[config.mk]
export PLATFORM = sky130hd
export DESIGN_NAME = cvxif_offload_queue
export DESIGN_NICKNAME = d
export VERILOG_FILES = /design/src/rtl/cvxif_offload_queue.sv
export SDC_FILE = /design/constraint.sdc
export NUM_CORES = 1
export LEC_CHECK = 0
export ABC_AREA = 1
export CAP_MARGIN = 20
export CORE_MARGIN = 3
export CORE_UTILIZATION = 40
export DETAILED_ROUTE_END_ITERATION = 16
export SLEW_MARGIN = 40
export SYNTH_ARGS = -nofsm -noshare
export SYNTH_HDL_FRONTEND = slang
export SYNTH_SLANG_ARGS = --single-unit
export TNS_END_PERCENT = 30
[constraint.sdc]
create_clock -name clk_i -period 8.55 [get_ports clk_i]
set_input_delay 1.2825 -clock clk_i [delete_from_list [all_inputs] [get_ports clk_i]]
set_output_delay 1.2825 -clock clk_i [all_outputs]
set_load 0.02 [all_outputs]
[src/rtl/cvxif_offload_queue.sv]
// In-order offload buffer between the issue stage and the CV-X-IF issue channel.
// It assigns transaction IDs and caps the number of issued instructions that still await a result.
module cvxif_offload_queue #(
    parameter int unsigned XLEN            = 32,  // core XLEN in this configuration
    parameter int unsigned DEPTH           = 4,
    parameter int unsigned ID_WIDTH        = 3,
    parameter int unsigned MAX_OUTSTANDING = 4
) (
    input  logic                               clk_i,
    input  logic                               rst_i,
    input  logic                               flush_i,
    input  logic                               req_valid_i,
    output logic                               req_ready_o,
    input  logic [31:0]                        req_instr_i,
    input  logic [XLEN-1:0]                    req_rs1_i,
    input  logic [XLEN-1:0]                    req_rs2_i,
    output logic [ID_WIDTH-1:0]                req_id_o,
    output logic                               x_issue_valid_o,
    input  logic                               x_issue_ready_i,
    output logic [31:0]                        x_issue_instr_o,
    output logic [XLEN-1:0]                    x_issue_rs1_o,
    output logic [XLEN-1:0]                    x_issue_rs2_o,
    output logic [ID_WIDTH-1:0]                x_issue_id_o,
    input  logic                               x_result_valid_i,
    output logic [$clog2(DEPTH):0]             count_o,
    output logic [$clog2(MAX_OUTSTANDING):0]   outstanding_o
);
    localparam int unsigned AW = $clog2(DEPTH);
    localparam int unsigned OW = $clog2(MAX_OUTSTANDING) + 1;
    localparam logic [AW:0]   DEPTH_C = (AW+1)'(DEPTH);
    localparam logic [OW-1:0] MAX_C   = OW'(MAX_OUTSTANDING);

    logic [31:0]          instr_q [DEPTH];
    logic [XLEN-1:0]      rs1_q   [DEPTH];
    logic [XLEN-1:0]      rs2_q   [DEPTH];
    logic [ID_WIDTH-1:0]  id_q    [DEPTH];

    logic [AW-1:0]        head_q, head_d, tail_q, tail_d;
    logic [AW:0]          count_q, count_d;
    logic [ID_WIDTH-1:0]  next_id_q, next_id_d;
    logic [OW-1:0]        outstanding_q, outstanding_d;
    logic                 accept_s, fire_s, retire_s, head_locked_out_s;

    // Handshake qualifiers and the issue-side view of the head entry.
    always_comb begin
        // A reset cycle must not hand the coprocessor an entry that is about to vanish.
        head_locked_out_s = rst_i;
        req_ready_o       = (count_q < DEPTH_C) && !flush_i;
        x_issue_valid_o   = (count_q != '0) && (outstanding_q < MAX_C) && !head_locked_out_s;
        accept_s          = req_valid_i && req_ready_o;
        fire_s            = x_issue_valid_o && x_issue_ready_i;
        retire_s          = x_result_valid_i && (outstanding_q != '0);
        req_id_o          = next_id_q;
        x_issue_instr_o   = instr_q[head_q];
        x_issue_rs1_o     = rs1_q[head_q];
        x_issue_rs2_o     = rs2_q[head_q];
        x_issue_id_o      = id_q[head_q];
        count_o           = count_q;
        outstanding_o     = outstanding_q;
    end

    // Next-state for pointers, occupancy, ID counter and outstanding counter.
    always_comb begin
        head_d        = head_q;
        tail_d        = tail_q;
        count_d       = count_q;
        next_id_d     = next_id_q;
        outstanding_d = outstanding_q;

        if (flush_i) begin
            if (x_issue_valid_o && !fire_s) begin
                // The presented head survives alone so the issue channel stays stable.
                tail_d  = head_q + AW'(1);
                count_d = (AW+1)'(1);
            end else begin
                head_d  = fire_s ? head_q + AW'(1) : head_q;
                tail_d  = head_d;
                count_d = '0;
            end
        end else begin
            if (fire_s) begin
                head_d = head_q + AW'(1);
            end else begin
                head_d = head_q;
            end
            if (accept_s) begin
                tail_d = tail_q + AW'(1);
            end else begin
                tail_d = tail_q;
            end
            case ({accept_s, fire_s})
                2'b10:   count_d = count_q + (AW+1)'(1);
                2'b01:   count_d = count_q - (AW+1)'(1);
                default: count_d = count_q;
            endcase
        end

        if (accept_s) begin
            next_id_d = next_id_q + ID_WIDTH'(1);
        end else begin
            next_id_d = next_id_q;
        end

        case ({fire_s, retire_s})
            2'b10:   outstanding_d = outstanding_q + OW'(1);
            2'b01:   outstanding_d = outstanding_q - OW'(1);
            default: outstanding_d = outstanding_q;
        endcase
    end

    // Control state register.
    always_ff @(posedge clk_i) begin
        if (rst_i) begin
            head_q        <= '0;
            tail_q        <= '0;
            count_q       <= '0;
            next_id_q     <= '0;
            outstanding_q <= '0;
        end else begin
            head_q        <= head_d;
            tail_q        <= tail_d;
            count_q       <= count_d;
            next_id_q     <= next_id_d;
            outstanding_q <= outstanding_d;
        end
    end

    // Payload storage, written at the tail on accept and never reset.
    always_ff @(posedge clk_i) begin
        if (accept_s) begin
            instr_q[tail_q] <= req_instr_i;
            rs1_q[tail_q]   <= req_rs1_i;
            rs2_q[tail_q]   <= req_rs2_i;
            id_q[tail_q]    <= next_id_q;
        end
    end

    cvxif_offload_queue_checker #(
        .OW (OW)
    ) u_checker (
        .clk_i            (clk_i),
        .rst_i            (rst_i),
        .x_result_valid_i (x_result_valid_i),
        .outstanding_i    (outstanding_q)
    );
endmodule

// Protocol checks on the coprocessor side of the queue.
module cvxif_offload_queue_checker #(
    parameter int unsigned OW = 3
) (
    input logic          clk_i,
    input logic          rst_i,
    input logic          x_result_valid_i,
    input logic [OW-1:0] outstanding_i
);
    // A result with nothing outstanding is a coprocessor protocol error; the queue ignores it.
    a_result_without_outstanding: assert property (
        @(posedge clk_i) disable iff (rst_i) !(x_result_valid_i && (outstanding_i == '0))
    );
endmodule
# --- After elaboration in Yosys (flattened, before gate mapping) ---
# Memory sizes are Yosys's and may differ from the RTL's. A register that Yosys moved wholly into a read port is not among the register bits.
# Cells that the tools add are included.
totals:
  ff_bits: 13
  latchBits: 0
  ramBits: 396
  mem_bits_ro: 0
  mem_count: 4
memory_table:
  columns: ["name", "depth", "width", "rd", "rd_ports_with_merged_regs", "wr", "line_no", "text"]
  rows:
  - ["instr_q", 4, 32, 1, 1, 1, "33", "logic [31:0] instr_q [DEPTH];"]
  - ["rs1_q", 4, 32, 1, 1, 1, "34", "logic [XLEN-1:0] rs1_q [DEPTH];"]
  - ["rs2_q", 4, 32, 1, 1, 1, "35", "logic [XLEN-1:0] rs2_q [DEPTH];"]
  - ["id_q", 4, 3, 1, 1, 1, "36", "logic [ID_WIDTH-1:0] id_q [DEPTH];"]
op_classes:
  addsub: 7
  mul: 0
  div_mod_pow: 0
  order_cmp: 2
  eq_ne: 5
  shift: 0
  muxes: 20
  n_bitwise: 0
  reduce_logical: 15
op_table:
  columns: ["operator", "n"]
  rows:
  - ["2-bit two-way mux", 14]
  - ["3-bit case mux with 2 select lines", 2]
  - ["3-bit by 1-bit adder with 3-bit output, second input constant", 3]
  - ["3-bit nonzero test", 3]
  - ["1-bit logical AND", 7]
  - ["3-bit less-than comparator, second input constant", 2]
  - ["3-bit by 1-bit subtractor with 3-bit output, second input constant", 2]
  - ["2-bit by 1-bit adder with 2-bit output, second input constant", 2]
  - ["2-bit by 1-bit == test with 1-bit output, second input constant", 2]
  - ["2-bit == test, second input constant", 2]
  - ["2-bit nonzero test", 2]
  - ["1-bit logical NOT", 3]
  - ["1-bit two-way mux", 3]
  - ["3-bit two-way mux", 1]
  - ["2-bit != test, second input constant", 1]

# --- Depth between registers and ports, before layout ---
logic_depth:
  depth_word: 10
  mapped_depth: 12
  mapped_depth_nobuf: 11

# --- Worst setup path before layout ---
# Ideal clock, no wire load.
synth_path:
  path_type: "input -> register"
  start: "input port flush_i"
  end: "memory id_q[0][0], enable pin"
  setup_time_ns: 0.559
  arrival_time_ns: 5.953
  t_required_ns: 7.991
  path_slack_ns: 2.038
  stages: 4
  path_cell_list: "nor2_2 > nand2_2 > buf_6 > nor2_1"
synth_via:
  elab_chain_cells: 5
synth_lines:
  columns: ["element", "line_no", "text"]
  rows:
  - ["from (decl)", "11", "input logic flush_i,"]
  - ["1-bit logical NOT", "48", "req_ready_o = (count_q < DEPTH_C) && !flush_i;"]
  - ["1-bit logical AND", "48", null]
  - ["1-bit logical AND", "50", "accept_s = req_valid_i && req_ready_o;"]
  - ["1-bit two-way mux", "130", "if (accept_s) begin"]
  - ["1-bit two-way mux (implied by the code)", "134", "id_q[tail_q] <= next_id_q;"]
  - ["to (decl)", "36", null]
# No other way between the ends.

==> results.md <==
Worst setup path:
- The type of element capturing the critical path is an output pin.
- The slowest cell on the critical path is sky130_fd_sc_hd__buf_6.
- The largest single stage delay on the critical path is 0.68 ns.
- The cell type with the highest occurrence count on the critical path is sky130_fd_sc_hd__buf_12.
- The critical path buffer and inverter count is 5.
- The signal on the critical path passes through buf_12 -> buf_12 -> inv_6 -> buf_6 -> nor2_1 -> o22ai_1 -> clkdlybuf4s50_1.
- The data required time of the worst path is 7.27 ns.
- STA puts the critical path data arrival time at 3.59 ns.
- The gate family responsible for the most delay along the worst path is buffers and inverters.
- STA classifies the critical path startpoint as a flip-flop.
- The critical path is of the reg -> out type.
- Of all nets on the critical path, the largest fanout is 110.

Logic synthesis:
- After synthesis, the cell types taking the most area are sky130_fd_sc_hd__edfxtp_1 77%, sky130_fd_sc_hd__o21ai_0 6.0%, sky130_fd_sc_hd__nor2_1 5.1%.
- Synthesis instantiated 31 different standard cells from the library.
- Among all cell types in the netlist, the one instantiated most often is sky130_fd_sc_hd__edfxtp_1.
- Of the post-synthesis cell area, the dominant cell type holds 0.768.
- Yosys printed 0 warnings.
- The synthesized design contains 396 enable-type register cells.
- The number of standard cells after synthesis is 1,072.
- The flip-flop and latch count after synthesis is 411.
- Dividing the synthesized area by the synthesized cell count gives 14.5 µm².
- By count the netlist is led by 396 x sky130_fd_sc_hd__edfxtp_1, 209 x sky130_fd_sc_hd__nor2_1, 187 x sky130_fd_sc_hd__o21ai_0, 100 x sky130_fd_sc_hd__o22ai_1, 40 x sky130_fd_sc_hd__clkbuf_1.
- The most frequently used flop master after synthesis is sky130_fd_sc_hd__edfxtp_1.
- The largest area contributor in the netlist is sky130_fd_sc_hd__edfxtp_1.
- Of the synthesized area, sequential elements account for 0.787.
- The mapped netlist covers 15,500 µm².
- Counting every net in the synthesized netlist gives 1,182.
- Of all flip-flops after synthesis, the portion carrying an async set or reset was 0.

Die:
- The number of top-level pins is 212.
- The die is 203 µm wide.
- The site row count is 71.
- For this configuration, the core starts out at a cell density of 0.408.
- The vertical die dimension is 203 µm.
- The core region area is 37,900 µm².
- The die covers 41,100 µm².

GRT:
- The largest net degree at the start of global routing is 111.
- The wire length of the first global-routing pass is 53.4 mm.
- The initial antenna violation count was 4.
- The global route total overflow is 0.
- In the global route stage, overall resource usage came out at 0.166.
- The number of global-route vias before repair is 9,077.

Finish:
- At the end of the flow, the number of nets in the layout was 1,386.
- The share of the core filled with cells in the final layout is 0.514.
- Of the cells placed in the final design, the portion with a size suffix greater than 1 is 0.0756.
- The number of antenna diodes is 0.
- The count of fill cells added during filler insertion is 3,187.
- The area added between synthesis and finish is 25.8%.

STA:
- The setup violation total in the final timing report is 0.
- The final count of pins violating max slew is 0.
- For the final database, setup skew stands at 0.00787 ns.
- The smallest clock period supported by the final layout is computed as 4.87 ns.
- The worst pin sits at a relative slew slack of 0.441.
- The final-report hold violation count is 0.
- Summed over all failing endpoints, the final setup total negative slack is 0 ns.
- Setup repair after global routing left no endpoint under its margin.
- The transition time at the pin with the least slew margin is 0.838 ns.
- For this run, the top clock speed supported by timing is 0.205 GHz.
- Dividing the final minimum period by the clock period gives 0.570.

Run status:
- The flow ran to the end, and the final reports show no timing, DRC or antenna violations.

Drt:
- Summed over all nets, wire length on met2 after detailed routing comes to 16.4 mm.
- Detailed routing inserted a total of 9,291 vias.
- The violation count after the first detailed-routing iteration is 573.
- The met3 routed wirelength is 2.24 mm.
- In the routed layout, each cell is associated on average with a via count of 5.10.
- The count of nets left with antenna violations once routing finished came out at 0.
- The post-route DRC violation count is 0.
- Wires add up to 34.9 mm.
- After detailed routing, no signal wire sits above met5.
- The met1 layer wirelength in the final routing is 15.5 mm.
- The number of detailed-routing iterations run before antenna repair is 5.
- The average routed wire per standard cell is 19.2 µm.

CTS:
- The H-tree was split into 2 levels.
- The number of hold buffers added after CTS was 0.
- Clock-pin slew was measured on the worst setup and hold paths at 0.06 ns.
- The clock root buffer master is sky130_fd_sc_hd__clkbuf_16.
- For this design, the sink count on the clock tree is 411.
- The count of buffers added by post-CTS timing repair for setup is 0.
- Clock latency on the worst-skew pair, taken at its later pin, is 0.53 ns.
- The TritonCTS buffer count is 42.
- The quantity of gates resized following cts is 0.
- TritonCTS built the clock tree.
- The clock passes through at most 3 buffers.

Place:
- Routability-driven placement finished with a final weighted congestion of 0.750.
- The detailed placer's ending HPWL is 19.6 mm.
- The number of buffer cells added on primary ports is 211.

Power:
- The power density over cell area is 230 nW/µm².
- The static power due to leakage is 6.40 nW.
- IR analysis of the VDD net gives a maximum drop of 0.131 mV.

Worst hold path:
- The tightest min-delay check is of the reg -> reg type.

Job:
- Max-cap violations in this run came to 0.
[per-stage QoR]
| stage | instance area, µm² | instances | total power, W | setup WS, ns | hold WS [ns] |
|---|---|---|---|---|---|
| after floorplan | 15500 | 1072 | 0.00253 | 2.04 | 0.467 |
| after global placement | 18000 | 1739 | 0.00274 | 3.88 | 0.464 |
| after detailed placement | 18100 | 1743 | 0.00275 | 4.02 | 0.466 |
| after CTS | 19500 | 1820 | 0.00453 | 3.61 | 0.479 |
| after global routing | 19500 | 1820 | 0.00465 | 3.40 | 0.518 |
| final | 19500 | 1820 | 0.00448 | 3.68 | 0.478 |
[placed cells by master, fill, tap and decap left out, drive strengths merged]
cell           netlist  final
dfxtp               15     15
bufinv               0      3
o21ai              208    208
o22ai              100    100
nor2               212    212
nand4                1      1
nand2               17     17
a21oi               11     11
clkbuf              40     53
nand3                6      6
nor3                 1      1
inv                 25     26
clkinvlp             0      1
clkinv               0     19
buf                 26     15
clkdlybuf4s50        0    211
edfxtp             396    396
fa                   2      2
a31oi                3      3
ha                   6      6
xor2                 3      3
[logic make-up after synthesis]
group                    count (synthesis)  synth area share
flip-flops                             411             0.787
AO/OA/AOI/OAI                          322             0.113
AND/OR/NAND/NOR                        237            0.0614
buffers and inverters                   91            0.0292
adder cells (fa/ha/maj)                  8           0.00743
XOR/XNOR                                 3           0.00170
[power by group]
| part | switching (W) | internal (W) | leakage (nW) |
|---|---|---|---|
| Combinational | 0.000247 | 0.000179 | 2.01 |
| Clock | 0.000724 | 0.00105 | 0.666 |
| Sequential | 0.0000168 | 0.00226 | 3.72 |
[per-layer routing]
metal / up-vias / GRT usage
met3: 57 / 0.0444
met1: 4556 / 0.231
li1: 4434 / -
met2: 236 / 0.263
met4: 8 / 0.0421
met5: - / 0
[registers in the layout, summed over array words and instances, names as in the netlist, named ones only]
name / flops
req_id_o: 3
head_q: 2
outstanding_o: 3
count_o: 3
tail_q: 2
instr_q: 128
id_q: 12
rs1_q: 128
rs2_q: 128
[final timing paths]
kind,from,slack [ns],end,depth (start not counted)
worst min register to register,outstanding_o[0]$_SDFFE_PP0P_,0.48,outstanding_o[0]$_SDFFE_PP0P_,1
worst min-delay path,outstanding_o[0]$_SDFFE_PP0P_,0.48,outstanding_o[0]$_SDFFE_PP0P_,1
worst max-delay path,flip-flop,3.68,x_issue_rs2_o[9],7
worst max register to register,count_o[2]$_SDFFE_PP0P_,5.60,id_q[3][1]$_DFFE_PP_,5
[cell type report]
cell class	instances	area, µm²	share of cell area
Timing Repair Buffer	226	2300	0.118
Sequential cell	411	12200	0.626
Tap cell	511	639	0.0328
Clock inverter	24	188	0.00963
Clock buffer	53	1170	0.0599
Multi-Input combinational cell	570	2880	0.148
Inverter	25	106	0.00546
Note: power is estimated with default switching activity, not from simulation.
